### src/rtl/mips32_dbg_pkg.sv
// Shared debug-path definitions for the MIPS32 core: dump FSM encodings,
// beat tag values and the default register-file / memory geometry used by
// the core, the state-dump engine and the program loader.
package mips32_dbg_pkg;

   localparam int DEF_NREGS = 32;
   localparam int DEF_MAW   = 10;

   localparam logic TAG_REG = 1'b0;
   localparam logic TAG_MEM = 1'b1;

   typedef enum logic [2:0] {
      ST_IDLE = 3'd0,
      ST_WAIT = 3'd1,
      ST_CAPT = 3'd2,
      ST_SEND = 3'd3,
      ST_DONE = 3'd4
   } dump_state_t;

endpackage

### src/rtl/mips32_state_dump.sv
// Post-halt readout: walks the register file, then a memory window, one tagged beat per word.
// Latency: trigger edge E0 -> out_valid after E2; one beat per 3 cycles with out_ready high.
// Backpressure: a presented beat holds all out_* fields until out_valid & out_ready.
module mips32_state_dump
   import mips32_dbg_pkg::*;
#(
   parameter int NREGS = DEF_NREGS,
   parameter int RAW   = 5,
   parameter int DW    = 32,
   parameter int MAW   = DEF_MAW
) (
   input  logic           clk1,
   input  logic           rst_n,
   input  logic           halted,
   output logic [RAW-1:0] reg_raddr,
   input  logic [DW-1:0]  reg_rdata,
   output logic [MAW-1:0] mem_raddr,
   input  logic [DW-1:0]  mem_rdata,
   input  logic [MAW-1:0] mem_base,
   input  logic [MAW:0]   mem_len,
   output logic           out_valid,
   input  logic           out_ready,
   output logic           out_tag,
   output logic [MAW-1:0] out_index,
   output logic [DW-1:0]  out_data,
   output logic           out_last,
   output logic           busy,
   output logic           done
);

   localparam logic [MAW-1:0] LAST_REG = MAW'(NREGS - 1);
   localparam logic [MAW:0]   ONE_LEN  = (MAW+1)'(1);

   dump_state_t    state, state_nx;
   logic           halted_q;
   logic           trigger;
   logic           hs;
   logic           tag;
   logic [MAW-1:0] idx;
   logic [MAW-1:0] base_l;
   logic [MAW:0]   len_l;
   logic           last_cur;
   logic [MAW-1:0] idx_adv;
   logic           tag_adv;

   // Rising edge of HALTED; only acted on from IDLE.
   assign trigger = halted & ~halted_q;
   assign hs      = out_valid & out_ready;

   // Last beat is the final register when no memory window, else memory word len_l-1.
   assign last_cur = (tag == TAG_REG) ? ((idx == LAST_REG) && (len_l == '0))
                                      : ({1'b0, idx} == (len_l - ONE_LEN));

   // Step to the next word; the register walk rolls over into the memory walk.
   assign tag_adv = (tag == TAG_REG && idx == LAST_REG) ? TAG_MEM : tag;
   assign idx_adv = (tag == TAG_REG && idx == LAST_REG) ? '0 : idx + 1'b1;

   // State register.
   always_ff @(posedge clk1 or negedge rst_n) begin
      if (!rst_n) state <= ST_IDLE;
      else        state <= state_nx;
   end

   // Next-state logic: WAIT covers the read latency, CAPT captures, SEND holds for the sink.
   always_comb begin
      state_nx = state;
      unique case (state)
         ST_IDLE: if (trigger)  state_nx = ST_WAIT;
         ST_WAIT:               state_nx = ST_CAPT;
         ST_CAPT:               state_nx = ST_SEND;
         ST_SEND: if (hs)       state_nx = out_last ? ST_DONE : ST_WAIT;
         ST_DONE: if (!halted)  state_nx = ST_IDLE;
         default:               state_nx = ST_IDLE;
      endcase
   end

   // Status outputs decoded from the state.
   always_comb begin
      busy = 1'b0;
      done = 1'b0;
      unique case (state)
         ST_WAIT, ST_CAPT, ST_SEND: busy = 1'b1;
         ST_DONE:                   done = 1'b1;
         default: ;
      endcase
   end

   // Walk counters, read addresses and the output beat register.
   always_ff @(posedge clk1 or negedge rst_n) begin
      if (!rst_n) begin
         halted_q  <= 1'b0;
         tag       <= TAG_REG;
         idx       <= '0;
         base_l    <= '0;
         len_l     <= '0;
         reg_raddr <= '0;
         mem_raddr <= '0;
         out_valid <= 1'b0;
         out_tag   <= 1'b0;
         out_index <= '0;
         out_data  <= '0;
         out_last  <= 1'b0;
      end else begin
         halted_q <= halted;
         unique case (state)
            ST_IDLE: begin
               if (trigger) begin
                  base_l    <= mem_base;
                  len_l     <= mem_len;
                  tag       <= TAG_REG;
                  idx       <= '0;
                  reg_raddr <= '0;
                  mem_raddr <= mem_base;
               end
            end
            ST_CAPT: begin
               out_valid <= 1'b1;
               out_tag   <= tag;
               out_index <= (tag == TAG_MEM) ? mem_raddr : idx;
               out_data  <= (tag == TAG_MEM) ? mem_rdata : reg_rdata;
               out_last  <= last_cur;
            end
            ST_SEND: begin
               if (hs) begin
                  out_valid <= 1'b0;
                  if (!out_last) begin
                     tag       <= tag_adv;
                     idx       <= idx_adv;
                     reg_raddr <= idx_adv[RAW-1:0];
                     mem_raddr <= base_l + idx_adv;
                  end
               end
            end
            default: ;
         endcase
      end
   end

endmodule

### config.mk
export PLATFORM = sky130hd
export DESIGN_NAME = mips32_state_dump
export DESIGN_NICKNAME = d
export VERILOG_FILES = /design/src/rtl/mips32_dbg_pkg.sv /design/src/rtl/mips32_state_dump.sv
export SDC_FILE = /design/constraint.sdc
export NUM_CORES = 1
export LEC_CHECK = 0
export ABC_AREA = 1
export BUFFER_PORTS_ARGS = -buffer_cell sky130_fd_sc_hd__buf_2
export CAP_MARGIN = 5
export CELL_PAD_IN_SITES_DETAIL_PLACEMENT = 1
export CELL_PAD_IN_SITES_GLOBAL_PLACEMENT = 2
export CORE_MARGIN = 3
export CORE_UTILIZATION = 26
export CTS_CLUSTER_DIAMETER = 60
export CTS_CLUSTER_SIZE = 28
export DETAILED_ROUTE_END_ITERATION = 8
export GPL_ROUTABILITY_DRIVEN = 0
export PLACE_DENSITY = 0.86
export SYNTH_ARGS = -nofsm -noshare
export SYNTH_HDL_FRONTEND = slang
export SYNTH_SLANG_ARGS = --single-unit
### constraint.sdc
create_clock -name clk1 -period 2.4 [get_ports clk1]
set_clock_uncertainty 0.1 [all_clocks]
set_input_delay 0.24 -clock clk1 [delete_from_list [all_inputs] [get_ports clk1]]
set_output_delay 0.24 -clock clk1 [all_outputs]
set_load 0.02 [all_outputs]
After elaboration in Yosys (flattened, before gate mapping)
Index checks and enable logic that the tools add are counted.

word-level totals
  register bits = 96
  word-level logic and storage cells = 73

cells by class
  add/sub/neg operators = 3
  equality and inequality tests = 11
  muxes and demuxes = 30
  bitwise logic cells = 4
  reduce and logical (&&, ||, !) cells = 12

operators by type and width
  cell                                                 count
  2-to-1 mux 10 bit                                    8
  one-hot mux 10 bit (2 select lines)                  2
  2-to-1 mux 32 bit                                    1
  2-to-1 mux 5 bit                                     3
  one-hot mux 3 bit (5 select lines)                   1
  2-to-1 mux 3 bit                                     4
  == test 10 x 11 -> 1 bit                             1
  zero test 11 bit                                     1
  subtractor 11 x 1 -> 11 bit (second input constant)  1
  adder 10 x 1 -> 10 bit (second input constant)       1
  adder 10 bit                                         1
  == test 10 x 5 -> 1 bit (second input constant)      1
  inequality test 2 bit (second input constant)        5
  one-hot mux 5 bit (2 select lines)                   1
  2-to-1 mux 1 bit                                     8
  == test 3 x 2 -> 1 bit (second input constant)       2
  AND reduction 5 bit                                  1
  one-hot mux 1 bit (2 select lines)                   2
  AND reduction 2 bit                                  2
  AND reduction 4 bit                                  1
  nonzero test 2 bit                                   2
  == test 3 x 1 -> 1 bit (second input constant)       1
  == test 3 bit (second input constant)                1
  zero test 3 bit                                      1
  other kinds (5)                                      8

Longest topological paths before layout
  depth after elaboration = 7
  gate-level depth with buffers = 19

Worst setup path after synthesis
No wires, ideal clock.

  kind = register to register
  from = register, netlist name reg_raddr[1]
  to = register mem_raddr[9]
  library setup time = 0.116 ns
  arrival time = 2.233 ns
  required time = 2.184 ns
  path slack = -0.049 ns
  stages on the path, launching flop included = 18
  period minus slack after synthesis = 2.449 ns
  path through = dfrtp_1 ha_1 nand2_1 nor2_2 inv_1 nor3_1 inv_1 nor2_1 xor2_1 ha_1 nand2_1 nor2_1 a211oi_1 nand2_1 nand2_1 nand3_1 nand2_1 nand2_1

RTL lines
  what                  RTL line                  source
  end signal, assigned  mips32_state_dump.sv:113  mem_raddr <= mem_base;
  end signal, assigned  mips32_state_dump.sv:130  mem_raddr <= base_l + idx_adv;
  end, declared         mips32_state_dump.sv:17   output logic [MAW-1:0] mem_raddr,

==> impl_metrics.env <==
export IMPL_dr_total_vias=4864
export IMPL_synth_distinct_cells=36
export IMPL_drt_antenna_violating_nets=0
export IMPL_die_x_um=143.6
export IMPL_setup_viol=5
export IMPL_hold_class="input pin to flop"
export IMPL_synth_seq_cells=91
export IMPL_critPathCaptureType="flop"
export IMPL_nets=914
export IMPL_ir_drop_uv=437.1
export IMPL_criticalPathCategory="flop to flop"
export IMPL_violations="negative setup slack"
export IMPL_final_cell_mix="149 x buf_2, 141 x nand2_1, 95 x nor2_1, 91 x dfrtp_1, 53 x buf_4"
export IMPL_post_drt_wl_per_cell_um=16.06
export IMPL_worstMarginPinSlew_ps=601.4
export IMPL_netlist_top_cells_area="dfrtp_1 46%, nand2_1 11%, nor2_1 7.4%"
export IMPL_synth_top_area_share_pct=46.24
export IMPL_critical_path_startpoint_type="flop"
export IMPL_timing_final_hold_violations=0
export IMPL_grt_pass1_vias=4992
export IMPL_p_sw_share_pct=46.96
export IMPL_synth_flop_cell="dfrtp_1"
export IMPL_diodes=0
export IMPL_power_leakage_nw=3.413
export IMPL_clock_path_buffers=2
export IMPL_syn_nets=725
export IMPL_synthArstFlopShare_pct=100.0
export IMPL_max_stage_delay_ps=350
export IMPL_grt_pass1_wl_mm=26.14
export IMPL_drt_iter0_drc=163
export IMPL_cp_cell_sequence="ha_2 -> nand2_2 -> nor2_4 -> inv_2 -> nor3_2 -> inv_1 -> nor2_1 -> xor2_1 -> ha_1 -> buf_4 -> a211oi_2 -> nand2_1 -> nand2_1 -> nand3_1 -> nand2_1 -> nand2_1"
export IMPL_crit_fanout=2
export IMPL_internal_power_w=0.004908
export IMPL_clk_pin_slew_ps=70
export IMPL_grt_max_degree=51
export IMPL_clock_sinks=91
export IMPL_cp_required_ps=2540
export IMPL_post_route_util_pct=36.73
export IMPL_cp_slowest_cell="dfrtp_1"
export IMPL_fp_row_count=49
export IMPL_max_slew_margin_pct=59.90
export IMPL_die_h_um=143.6
export IMPL_p_comb_share_pct=53.9
export IMPL_cp_common_cell="nand2_1"
export IMPL_grt_ovfl_total=0
export IMPL_rsz0062_at_grt="true"
export IMPL_min_from="mem_len[10]"
export IMPL_dp_hpwl_mm=12.77
export IMPL_cts_tree="yes"
export IMPL_yosys_warnings=0
export IMPL_num_fill_cells=2277
export IMPL_antenna_found_initial=0
export IMPL_maxCapViolCount=0
export IMPL_startpoint="reg_raddr[1]"
export IMPL_power_share_clock_pct=16.6
export IMPL_layout_setup_ws_ps=-85.46
export IMPL_cts_buffers=9
export IMPL_outcome="complete, but fails checks"
export IMPL_power_density_nw_per_um2=1379
export IMPL_fin_area_um2=6710
export IMPL_core_um2=18270
export IMPL_dr_pass1_iters=4
export IMPL_whs_ps=13.99
export IMPL_final_setup_tns_ps=-139.4
export IMPL_finalNonFillerCells=1048
export IMPL_syn_area_um2=4925
export IMPL_insertion_delay_ps=350
export IMPL_sequentialPowerShare_pct=29.5
export IMPL_slew_violations=0
export IMPL_max_freq_mhz=402.3
export IMPL_dpl_cell_area_um2=6185
export IMPL_viasPerCell=4.641
export IMPL_worstPathArrival_ps=2620
export IMPL_period_minus_slack_ps=2485
export IMPL_initial_utilization_pct=26.96
export IMPL_drc=0
export IMPL_cp_top_family="simple AND/OR/NAND/NOR gates"
export IMPL_totalWireLength_mm=16.83
export IMPL_switching_power_w=0.004346
export IMPL_path_buf_inv=3
export IMPL_die_area_um2=20630
export IMPL_drive_gt1_share_pct=33.46
export IMPL_area_delta_synth_final_pct=36.26
export IMPL_groute_usage_overall_pct=16.23
export IMPL_dpl_cell_count=1020
export IMPL_timing_rr_start="reg_raddr[1]"
export IMPL_min_period_over_period_pct=103.6
export IMPL_mostFrequentLayoutCell="buf_2"
export IMPL_synth_largest_area_cell="dfrtp_1"
export IMPL_htree_levels=3
export IMPL_synthCells=625
export IMPL_numPortBuffers=150
export IMPL_seq_area_frac_synth_pct=46.24
export IMPL_synth_edff_count=0
export IMPL_syn_avg_cell_area_um2=7.880
export IMPL_root_buffer="clkbuf_16"
export IMPL_ios=151
-- kinds of logic after synthesis --
group	Yosys count	share of synthesized area [%]
flops	91	46.24
fa+ha+maj	11	2.947
xor+xnor	16	2.845
compound gates	127	15.88
buf+inv	97	8.536
simple gates	283	23.55
-- worst reg2reg max path, cell delays in order (launching register included) --
cell and delay (ps):
dfrtp_1 350, ha_2 190, nand2_2 70, nor2_4 110
inv_2 50, nor3_2 110, inv_1 70, nor2_1 130
xor2_1 220, ha_1 290, buf_4 150, a211oi_2 210
nand2_1 90, nand2_1 60, nand3_1 60, nand2_1 60
nand2_1 40
-- cell type report --
| type | count | area, um2 | area share [%] |
|---|---|---|---|
| Inverter | 66 | 252.7 | 3.767 |
| Timing Repair Buffer | 209 | 1234 | 18.39 |
| Sequential cell | 91 | 2277 | 33.94 |
| Multi-Input combinational cell | 437 | 2342 | 34.91 |
| Clock buffer | 9 | 225.2 | 3.356 |
| Clock inverter | 7 | 92.59 | 1.380 |
| Tap cell | 229 | 286.5 | 4.270 |
-- metal layers --
layer / GRT usage [%] / vias to the layer above / part of all wire, %
met5: 0 / - / 0
met4: 5.104 / 0 / 1.5
met3: 3.062 / 13 / 6.0
met2: 27.47 / 138 / 46
met1: 21.04 / 2303 / 46
li1: - / 2410 / -
-- worst paths after layout --
path	depth (start not counted)	endpoint	slack [ps]
max in group asynchronous	3	mem_raddr[7]	1240
hold reg to reg	2	out_data[10]	380
min in group asynchronous	2	out_data[12]	340
setup reg to reg	16	mem_raddr[9]	-90
hold / removal	3	len_l[10]	10
setup / recovery	16	mem_raddr[9]	-90
-- stage by stage --
stage | power (W) | setup WS (ps)
after global placement | 0.007557 | -66.02
after detailed placement | 0.007673 | -218.2
after CTS | 0.009357 | -51.62
after floorplan | 0.005936 | -2.379
final | 0.009254 | -85.46
after global routing | 0.01008 | -269.7
-- power groups by stage --
stage               combinational [W]  clock (W)  sequential [W]
detailed placement            0.00492          0         0.00275
floorplan                     0.00273          0         0.00321
finish                        0.00498    0.00154         0.00273
global placement              0.00483          0         0.00273
CTS                           0.00503    0.00159         0.00273
global route                  0.00560    0.00166         0.00281
-- sequential cells by signal (all words and copies together), names as in the netlist, 3 cells and up --
| register | cells |
|---|---|
| out_data | 32 |
| len_l | 11 |
| base_l | 10 |
| mem_raddr | 10 |
| out_index | 10 |
| idx | 6 |
| reg_raddr | 4 |
| state | 3 |
-- synth_stat cells, types with 6 or more instances --
master and n:
o21ai_0 42, buf_4 6, dfrtp_1 91, nand3_1 20
xor2_1 11, nor2_1 97, ha_1 10, a21oi_1 18
o31ai_1 33, inv_2 9, o21ai_2 6, inv_1 56
nand2_1 147, o21ai_1 11, o22ai_1 8, clkbuf_1 14
-- what timing repair did --
action | in CTS | in global routing
hold endpoints to repair | 43 | 0
buffers inserted | 5 | 2
pin swaps | 20 | 8
gates resized for setup | 22 | 11
endpoints found under the setup margin | 7 | 7
hold buffers | 5 | 0
(Power assumes the default switching activity.)
